`src/rtl/spi_frame_rx.sv`:
```
// SPI mode-0 frame receiver: synchronises SCLK/COPI/nCS into clk, shifts MSB-first
// R/W + address + data frames and reports each one as valid or malformed on nCS rise.
module spi_frame_rx #(
    parameter int FRAME_BITS  = 16,
    parameter int SYNC_STAGES = 2,
    parameter int MAX_ADDR    = 4
) (
    input  logic       clk,
    input  logic       rst,
    input  logic       sclk_i,
    input  logic       copi_i,
    input  logic       ncs_i,
    output logic       frame_valid_o,
    output logic       frame_err_o,
    output logic       frame_rw_o,
    output logic [6:0] frame_addr_o,
    output logic [7:0] frame_data_o,
    output logic       busy_o
);

    localparam int CNT_W = $clog2(FRAME_BITS + 2);
    localparam logic [CNT_W-1:0] CNT_FULL = CNT_W'(FRAME_BITS);
    localparam logic [CNT_W-1:0] CNT_SAT  = CNT_W'(FRAME_BITS + 1);

    typedef enum logic [1:0] {IDLE, SHIFT, CHECK} state_t;

    state_t                  state, state_nxt;
    logic [SYNC_STAGES-1:0]  sclk_sync, copi_sync, ncs_sync, settle;
    logic                    sclk_prev, ncs_prev;
    logic                    armed;
    logic [CNT_W-1:0]        bit_cnt;
    logic [FRAME_BITS-1:0]   shift_q;

    logic sclk_s, copi_s, ncs_s, settled;
    logic sclk_rise, ncs_fall, ncs_rise;
    logic start, legal;

    function automatic logic frame_ok(input logic [CNT_W-1:0] cnt, input logic [6:0] addr);
        return (cnt == CNT_FULL) && (addr <= 7'(MAX_ADDR));
    endfunction

    assign sclk_s    = sclk_sync[SYNC_STAGES-1];
    assign copi_s    = copi_sync[SYNC_STAGES-1];
    assign ncs_s     = ncs_sync[SYNC_STAGES-1];
    assign settled   = settle[SYNC_STAGES-1];
    assign sclk_rise = sclk_s & ~sclk_prev;
    assign ncs_fall  = ~ncs_s & ncs_prev;
    assign ncs_rise  = ncs_s & ~ncs_prev;
    assign start     = (state == IDLE) && ncs_fall && armed;
    assign legal     = frame_ok(bit_cnt, shift_q[FRAME_BITS-2 -: 7]);
    assign busy_o    = (state != IDLE);

    // pin synchronisers and edge-detect copies
    always_ff @(posedge clk) begin
        if (rst) begin
            sclk_sync <= '0;
            copi_sync <= '0;
            ncs_sync  <= '1;
            settle    <= '0;
            sclk_prev <= 1'b0;
            ncs_prev  <= 1'b1;
        end else begin
            sclk_sync <= {sclk_sync[SYNC_STAGES-2:0], sclk_i};
            copi_sync <= {copi_sync[SYNC_STAGES-2:0], copi_i};
            ncs_sync  <= {ncs_sync[SYNC_STAGES-2:0], ncs_i};
            settle    <= {settle[SYNC_STAGES-2:0], 1'b1};
            sclk_prev <= sclk_s;
            ncs_prev  <= ncs_s;
        end
    end

    // The reset value of the nCS chain is 1, so only arm once the chain holds
    // real post-reset samples; otherwise a low nCS held through reset looks like a fresh fall.
    always_ff @(posedge clk) begin
        if (rst)
            armed <= 1'b0;
        else if (settled && ncs_s)
            armed <= 1'b1;
    end

    always_ff @(posedge clk) begin
        if (rst)
            state <= IDLE;
        else
            state <= state_nxt;
    end

    always_comb begin
        state_nxt = state;
        case (state)
            IDLE:    if (start) state_nxt = SHIFT;
            SHIFT:   if (ncs_rise) state_nxt = CHECK;
            CHECK:   state_nxt = IDLE;
            default: state_nxt = IDLE;
        endcase
    end

    // shift datapath and frame qualification
    always_ff @(posedge clk) begin
        if (rst) begin
            bit_cnt       <= '0;
            shift_q       <= '0;
            frame_valid_o <= 1'b0;
            frame_err_o   <= 1'b0;
            frame_rw_o    <= 1'b0;
            frame_addr_o  <= '0;
            frame_data_o  <= '0;
        end else begin
            frame_valid_o <= 1'b0;
            frame_err_o   <= 1'b0;
            case (state)
                IDLE: begin
                    if (start) begin
                        bit_cnt <= '0;
                        shift_q <= '0;
                    end
                end
                SHIFT: begin
                    if (sclk_rise) begin
                        shift_q <= {shift_q[FRAME_BITS-2:0], copi_s};
                        if (bit_cnt != CNT_SAT)
                            bit_cnt <= bit_cnt + 1'b1;
                    end
                end
                CHECK: begin
                    if (legal) begin
                        frame_valid_o <= 1'b1;
                        frame_rw_o    <= shift_q[FRAME_BITS-1];
                        frame_addr_o  <= shift_q[FRAME_BITS-2 -: 7];
                        frame_data_o  <= shift_q[7:0];
                    end else begin
                        frame_err_o   <= 1'b1;
                    end
                end
                default: ;
            endcase
        end
    end

endmodule

```
`config.mk`:
```
export PLATFORM = sky130hd
export DESIGN_NAME = spi_frame_rx
export DESIGN_NICKNAME = d
export VERILOG_FILES = /design/src/rtl/spi_frame_rx.sv
export SDC_FILE = /design/constraint.sdc
export NUM_CORES = 1
export LEC_CHECK = 0
export CORE_ASPECT_RATIO = 0.5
export CORE_MARGIN = 3
export CORE_UTILIZATION = 45
export CTS_BUF_LIST = sky130_fd_sc_hd__clkbuf_16
export CTS_CLUSTER_SIZE = 25
export DETAILED_ROUTE_END_ITERATION = 10
export HOLD_SLACK_MARGIN = 0.15
export PLACE_DENSITY = 0.78
export SLEW_MARGIN = 20
export SYNTH_ARGS = -nofsm -noshare
export SYNTH_HDL_FRONTEND = slang
export SYNTH_SLANG_ARGS = --single-unit
```
`constraint.sdc`:
```
create_clock -name clk -period 3.3 [get_ports clk]
set_clock_uncertainty 0.15 [all_clocks]
set_input_delay 0.66 -clock clk [delete_from_list [all_inputs] [get_ports clk]]
set_output_delay 0.66 -clock clk [all_outputs]
set_load 0.01 [all_outputs]
```
==> summary.md, run 1 <==
| Metric | Value |
|---|---|
| Launch instance of the worst register-to-register path | state[1] |
| Antenna Cells | 0 |
| Average wire length per cell after detail routing | ~13 um |
| Flip-flop cell with the highest count after synthesis | dfxtp_1 |
| Multi-input gate area | ~770 um2 |
| Number of placement rows | 15 |
| Period utilization | 0.722 |
| Boundary pin count | 24 |
| Combinational share of power | 0.021 |
| Req. time, crit path | 2.49 ns |
| Global router's overall resource usage | 0.149 |
| Maxcap violations | 0 |
| Cells along the critical path | or2_2 -> clkdlybuf4s50_1 |
| Global-route wire length before repair | 5.95 mm |
| Largest net degree at the start of global routing | 26 |
| DRC violations left | 0 |
| End point of the most critical hold path | ncs_sync[1] |
| Slew at the pin with the worst max-slew slack | 0.771 ns |
| Vias post-DR | 1371 |
| Power per standard cell area | 540 nW/um2 |
| Shortest period the worst path allows | between 2 and 2.5 ns |
| Mean Syn Cell Area | approximately 10 um2 |
| Internal power consumption | 1010 uW |
| Leak pwr | 0.000893 uW |
| Kind of launch point of the worst setup path | flop |
| Routed vias/inst | around 5.3 |
| Run status | finished, final reports clean |
| Clock network latency to the later pin of the worst-skew pair | approximately 0.29 ns |
| Post-detailed-placement half-perimeter wirelength | ~2.3 mm |
| Cell area after technology mapping | 1900 um2 |
| Final Non-Filler Cells | around 260 |
| Tot Pwr | 1260 uW |
| Kind of capture point of the worst setup path | output pin |
| Post-layout net count | 215 |
| Post-CTS setup repair buffer count | 0 |
| EDFF count, synth | 0 |
| Fraction of final layout cells with drive strength greater than 1 | 0.111 |
| Switching portion of total power | 0.198 |
| Fraction of synthesis flops using an asynchronous set or reset pin | 0 |
| Placed Instances | roughly 250 |
| Area after DPL | roughly 2200 um2 |
| Summed area of non-filler cells in the final layout | 2330 um2 |
| Count of unique library cells instantiated by Yosys | 38 |
| Number of antenna violations at the first check in global routing | 0 |
| Seq/Total Area, Yosys | 0.548 |
| Count of yosys warnings during synthesis | 0 |
| Reg clk slew, reported paths | ~0.070 ns |
| Max-slew violation count | 0 |
| Power share of the sequential group | 0.507 |
| Number of global-route vias before repair | around 1300 |
| Final Hold Viols | 0 |
| Total congestion overflow | 0 |
| Starting density of the core | 0.509 |
| Maximum ir drop on the vdd rail | 248 uV |
| Fillers | 326 |
| Endpoints failing setup | 0 |
| DIE WIDTH | 97.9 um |
| Class of the most critical setup path | reg2out |
| RSZ-0062 raised after global routing | false |
| Longest Clk Path Bufs | 2 |
| Count of buffers from port buffering | 23 |
| HP Start | ncs_sync[0] |
| WL final | around 3.4 mm |
| Sum of buffers and inverters on the critical path | 1 |
| Worst hold path stage count | 1 |
| Slowest stage cell on the critical path | clkdlybuf4s50_1 |
| R2R cell count | 3 |
| Area of the die | ~5100 um2 |
| Number of clock buffers inserted by TritonCTS | 5 |
| Crit-path leading delay family | buffers and inverters |
| DIE HEIGHT | 51.9 um |
| Portion of total power attributed to the clock network | 0.472 |
| Worst slack at placement | 0.678 ns |
| Area used by sequential logic in the layout | ~1000 um2 |
| Final critical-path setup slack | roughly 0.92 ns |
| Number of gates resized after CTS | 0 |
| Largest stage delay, worst path | 0.54 ns |
| Number of DRC markers after the initial detailed-route iteration | 48 |
| Drt pass-1 iters | 4 |
| CTS H-tree depth | 2 |
| Worst flop-to-flop path endpoint | frame_addr_o[3] |
| Setup TNS | 0 ns |
| Post-synthesis net count | 193 |
| Relative slew margins | 0.483 |
| Syn Inst Count | about 190 |
| Worst Hold Class | reg2reg |
| Worst-path fanout max | 12 |
| Core Region | 3730 um2 |
| FF+latch count, synth | 52 |
| Flop2flop setup slack | 1.15 ns |
| Final ANT Viol Nets | 0 |
| Switch Pwr | 249 uW |
| CTS Root Buffer Type | clkbuf_16 |
| Clock tree from TritonCTS | yes |
| Final weighted congestion in routability-driven placement | 0.836 |
| Achievable clock frequency | 420 MHz |
| Critical path arrival | 1.57 ns |
| Worst setup path startpoint | state[0] |
| Post-CTS Hold Buffers | 0 |
| Clock sink count | 52 |
| P&R area growth vs syn | 22.5% |
-- flip-flops by register name, indices dropped and copies added, names as in the netlist, 2 cells and up --
| name | count |
|---|---|
| copi_sync | 2 |
| frame_addr_o | 7 |
| settle | 2 |
| state | 2 |
| sclk_sync | 2 |
| ncs_sync | 2 |
| bit_cnt | 5 |
| shift_q | 16 |
| frame_data_o | 8 |
-- logic make-up after synthesis --
family,count (synthesis),share of synthesized area
DFF,52,0.548
and+or+nand+nor,70,0.211
adders and majority gates,3,0.0198
muxes,12,0.0632
buffers and inverters,17,0.0461
AOI/OAI and AO/OA,31,0.112
-- power by group through the flow --
stage	sequential (uW)	combinational, uW	clock (uW)
detailed placement	652	26.5	0
floorplan	650	16.8	0
global route	638	29.9	632
global placement	651	26.1	0
finish	637	26.4	592
CTS	637	26.7	603
-- cells in the mapped netlist, types with 2 or more instances --
library cell  count  area share
o22ai_1          15       0.049
dfxtp_1          52        0.55
a21oi_1           5       0.013
o32ai_1           3       0.014
nand4bb_1         2       0.012
nand2b_1          2      0.0066
clkbuf_1          9       0.018
inv_1             4      0.0079
nand2_1          32       0.063
nand3b_1          2      0.0079
a221oi_1          2      0.0092
o221ai_1          2      0.0092
nand3_1           4       0.011
ha_1              3       0.020
nor2b_1           7       0.023
and3_2            4       0.016
nor2_1            2      0.0040
mux2i_1          12       0.063
or2_2             4       0.013
-- metrics by stage --
step / hold WS [ns] / utilization
2_1_floorplan: 0.239 / -
3_3_place_gp: 0.243 / 0.577
3_5_place_dp: 0.248 / 0.577
4_1_cts: 0.264 / 0.623
5_1_grt: 0.275 / 0.623
6_report: 0.264 / 0.623
-- worst register-to-register path, delay by kind of cell, from the launching register on --
kind,cells,cell delay (ns)
flops,1,0.52
simple gates,3,1.37
-- cell type report --
type,instances,share of cell area
Tap cell,51,0.0274
Timing Repair Buffer,27,0.112
Clock buffer,5,0.0538
Clock inverter,3,0.0199
Sequential cell,52,0.448
Multi-Input combinational cell,116,0.331
Inverter,5,0.00807
-- layout by cell type, fill, tap and decap left out, types with 2 or more instances in the layout --
cell type,synthesis,layout
o32ai_1,3,3
o221ai_1,2,2
dfxtp_1,52,52
or2_2,4,4
and3_2,4,4
buf_4,0,4
inv_1,4,4
clkdlybuf4s50_1,0,23
nor2_1,2,2
nand3_1,4,4
mux2i_1,12,12
nand2b_1,2,2
nand3b_1,2,2
ha_1,3,3
a221oi_1,2,2
nand4bb_1,2,2
o22ai_1,15,15
nand2_1,32,32
clkbuf_16,0,5
a21oi_1,5,5
nor2b_1,7,7
-- routing by layer --
metal	global-route usage	part of all wire
met2	0.248	0.44
met5	0	0
met1	0.178	0.49
met3	0.0482	0.052
met4	0.0690	0.013
-- worst max-delay path by stage --
stage	slack, ns	to	cells past startpoint
2_1_floorplan	1.31	frame_data_o[3]	7
3_3_place_gp	0.74	shift_q[9]	5
3_5_place_dp	0.68	shift_q[7]	5
4_1_cts	0.92	busy_o	2
5_1_grt	0.85	busy_o	2
6_report	0.92	busy_o	2
No activity file was read; power rests on OpenSTA's default activity.
==> run 2, diff against run 1 <==
--- a/config.mk
+++ b/config.mk
@@ -12,7 +12,7 @@
 export CTS_CLUSTER_SIZE = 25
 export DETAILED_ROUTE_END_ITERATION = 10
 export HOLD_SLACK_MARGIN = 0.15
-export PLACE_DENSITY = 0.78
+export PLACE_DENSITY = 0.81
 export SLEW_MARGIN = 20
 export SYNTH_ARGS = -nofsm -noshare
 export SYNTH_HDL_FRONTEND = slang
==> constraint.sdc (replaced) <==
create_clock -name clk -period 2 [get_ports clk]
set_clock_uncertainty 0.15 [all_clocks]
set_input_delay 0.4 -clock clk [delete_from_list [all_inputs] [get_ports clk]]
set_output_delay 0.4 -clock clk [all_outputs]
set_load 0.01 [all_outputs]
==> run 2 against run 1 <==
  * Final area increased by 4.7%
  * Critical path type is now reg2reg
  * Critical path depth increased by 4
  * Clock-buffer cell count unchanged
  * Cell count increased by 3.5%
  * Via count increased by 7.1%
  * The run now ends with setup timing left
  * Die area unchanged
  * Sequential share of layout area decreased by 1.9 points
==> summary.md, run 2 (synthesis results as in run 1) <==
| Metric | Value |
|---|---|
| Run status | finished with violations (was finished, final reports clean) |
| WL final | 3.84 mm (was 3.40 mm) |
| Commonest non-fill, non-tap cells in the layout | dfxtp_1 (50), nand2_1 (32), clkdlybuf4s50_1 (22) (was dfxtp_1 (52), nand2_1 (32), clkdlybuf4s50_1 (23)) |
| Drt pass-1 iters | 4 (unchanged) |
| Vias post-DR | 1468 (was 1371) |
| Area of the die | 5080 um2 (unchanged) |
| Registers with the most flip-flops | shift_q x16, frame_data_o x8, frame_addr_o x7 (unchanged) |
| Wire length on met2 | 1.79 mm (was 1.50 mm) |
| Worst slack at placement | 0.0245 ns (was 0.678 ns) |
| Portion of total power attributed to the clock network | 0.432 (was 0.472) |
| Worst Hold Class | reg2reg (unchanged) |
| Req. time, crit path | 2.02 ns (was 2.49 ns) |
| Most common cell after layout, fill and taps aside | dfxtp_1 (unchanged) |
| Longest Clk Path Bufs | 2 (unchanged) |
| Number of global-route vias before repair | 1421 (was 1340) |
| Post-layout net count | 224 (was 215) |
| Kind of launch point of the worst setup path | flop (unchanged) |
| Shortest period the worst path allows | 2.01 ns |
| Internal power consumption | 1540 uW (was 1010 uW) |
| Power per standard cell area | 796 nW/um2 (was 540 nW/um2) |
| Clock sink count | 52 (unchanged) |
| Global router's overall resource usage | 0.164 (was 0.149) |
| Switching portion of total power | 0.207 (was 0.198) |
| Class of the most critical setup path | reg2reg (was reg2out) |
| Setup TNS | -0.0257 ns (was 0 ns) |
| Switch Pwr | 402 uW (was 249 uW) |
| Antenna Cells | 0 (unchanged) |
| Slew at the pin with the worst max-slew slack | 0.572 ns (was 0.771 ns) |
| Highest metal used | met4 (unchanged) |
| Final Hold Viols | 0 (unchanged) |
| Number of DRC markers after the initial detailed-route iteration | 78 (was 48) |
| Met3 wire length | 197 um (was 175 um) |
| Final Non-Filler Cells | 268 (was 259) |
| Worst-path fanout max | 8 (was 12) |
| Post-CTS setup repair buffer count | 0 (unchanged) |
| Boundary pin count | 24 (unchanged) |
| Maximum ir drop on the vdd rail | 532 uV (was 248 uV) |
| DIE WIDTH | 97.9 um (unchanged) |
| Reg clk slew, reported paths | 0.07 ns (about the same) |
| Combinational share of power | 0.026 (was 0.021) |
| Post-CTS Hold Buffers | 0 (unchanged) |
| Largest stage delay, worst path | 0.52 ns (was 0.54 ns) |
| Relative slew margins | 0.614 (was 0.483) |
| Core Region | 3730 um2 (unchanged) |
| Achievable clock frequency | 497 MHz |
| Number of clock buffers inserted by TritonCTS | 5 (unchanged) |
| Critical path arrival | 2.04 ns (was 1.57 ns) |
| Slowest stage cell on the critical path | or4_4 (was clkdlybuf4s50_1) |
| Hold WS | 0.256 ns (was 0.264 ns) |
| Leak pwr | 0.000975 uW (was 0.000893 uW) |
| Starting density of the core | 0.509 (unchanged) |
| P&R area growth vs syn | 28.3% (was 22.5%) |
| Number of placement rows | 15 (unchanged) |
| Clock tree from TritonCTS | yes (unchanged) |
| Placed Instances | 259 (was 251) |
| RSZ-0062 raised after global routing | true (was false) |
| Power share of the sequential group | 0.542 (was 0.507) |
| Total congestion overflow | 0 (unchanged) |
| Post-detailed-placement half-perimeter wirelength | 2.59 mm (was 2.31 mm) |
| Max reg flops | 16 (unchanged) |
| Maxcap violations | 0 (unchanged) |
| Length of routed wiring on met1 | 1.80 mm (was 1.68 mm) |
| Clock network latency to the later pin of the worst-skew pair | 0.29 ns (about the same) |
| Fraction of final layout cells with drive strength greater than 1 | 0.175 (was 0.111) |
| Number of gates resized after CTS | 0 (unchanged) |
| Violations in the final reports | setup timing |
| Routed vias/inst | 5.48 (was 5.29) |
| Period utilization | 1.01 |
| Final ANT Viol Nets | 0 (unchanged) |
| Average wire length per cell after detail routing | 14.3 um (was 13.1 um) |
| Endpoints failing setup | 3 (was 0) |
| CTS H-tree depth | 2 (unchanged) |
| Largest net degree at the start of global routing | 36 (was 26) |
| Max-slew violation count | 0 (unchanged) |
| DIE HEIGHT | 51.9 um (unchanged) |
| Global-route wire length before repair | 6.61 mm (was 5.95 mm) |
| Final weighted congestion in routability-driven placement | 0.826 (was 0.836) |
| CTS Root Buffer Type | clkbuf_16 (unchanged) |
| DRC violations left | 0 (unchanged) |
| Kind of capture point of the worst setup path | flop (was output pin) |
| Count of buffers from port buffering | 23 (unchanged) |
| Reg with most FFs | shift_q (unchanged) |
| Final critical-path setup slack | -0.0136 ns (was 0.916 ns) |
| Number of antenna violations at the first check in global routing | 0 (unchanged) |
| Cells along the critical path | inv_2 -> ha_4 -> or4bb_1 -> or4_4 -> clkbuf_16 -> mux2i_1 (was or2_2 -> clkdlybuf4s50_1) |
-- run 2: power by group through the flow --
stage / combinational, uW / sequential (uW) / clock (uW)
2_1_floorplan: 27.8 / 1070 / 0
3_3_place_gp: 48.3 / 1070 / 0
3_5_place_dp: 49.5 / 1070 / 0
4_1_cts: 49.9 / 1050 / 856
5_1_grt: 55.7 / 1050 / 918
6_report: 50.1 / 1050 / 839
-- run 2: area by class of cell --
class	instances	area, um2
inverters	5	18.8
clock inverters	3	22.5
fillers	292	1300
well taps	51	63.8
multi-input cells	116	786
flip-flops and latches	52	1040
repair buffers	36	377
clock buffers	5	125
-- run 2: routing by layer --
layer  global-route usage  vias to the layer above
met2                0.283                       43
met1                0.195                      695
met5                    0                        -
met4               0.0529                        0
li1                     -                      724
met3               0.0576                        6
-- run 2: critical path, delay by kind of cell (launching register included) --
family,cells,cell delay [ns]
mux,1,0.11
buf+inv,2,0.27
simple gates,2,0.92
fa+ha+maj,1,0.13
flops,1,0.32
-- run 2: worst paths after layout --
check,start,endpoint,slack [ns],cells after the start
worst max-delay path,bit_cnt[0],frame_data_o[5],-0.01,6
worst min-delay path,ncs_sync[0],ncs_sync[1],0.26,1
worst max register to register,bit_cnt[0],frame_data_o[5],-0.01,6
worst min register to register,ncs_sync[0],ncs_sync[1],0.26,1
-- run 2: stage by stage --
step,power [uW],utilization,instance area [um2]
after floorplan,1100,-,1900
after global placement,1120,0.600,2240
after detailed placement,1120,0.600,2240
after CTS,1960,0.639,2390
after global routing,2030,0.652,2440
final,1940,0.652,2440
==> run 3, diff against run 2 <==
--- a/config.mk
+++ b/config.mk
@@ -17,3 +17,4 @@
 export SYNTH_ARGS = -nofsm -noshare
 export SYNTH_HDL_FRONTEND = slang
 export SYNTH_SLANG_ARGS = --single-unit
+export TNS_END_PERCENT = 100
==> results of run 3 <==
No change in the layout: final DEF, timing and power equal those of run 2.
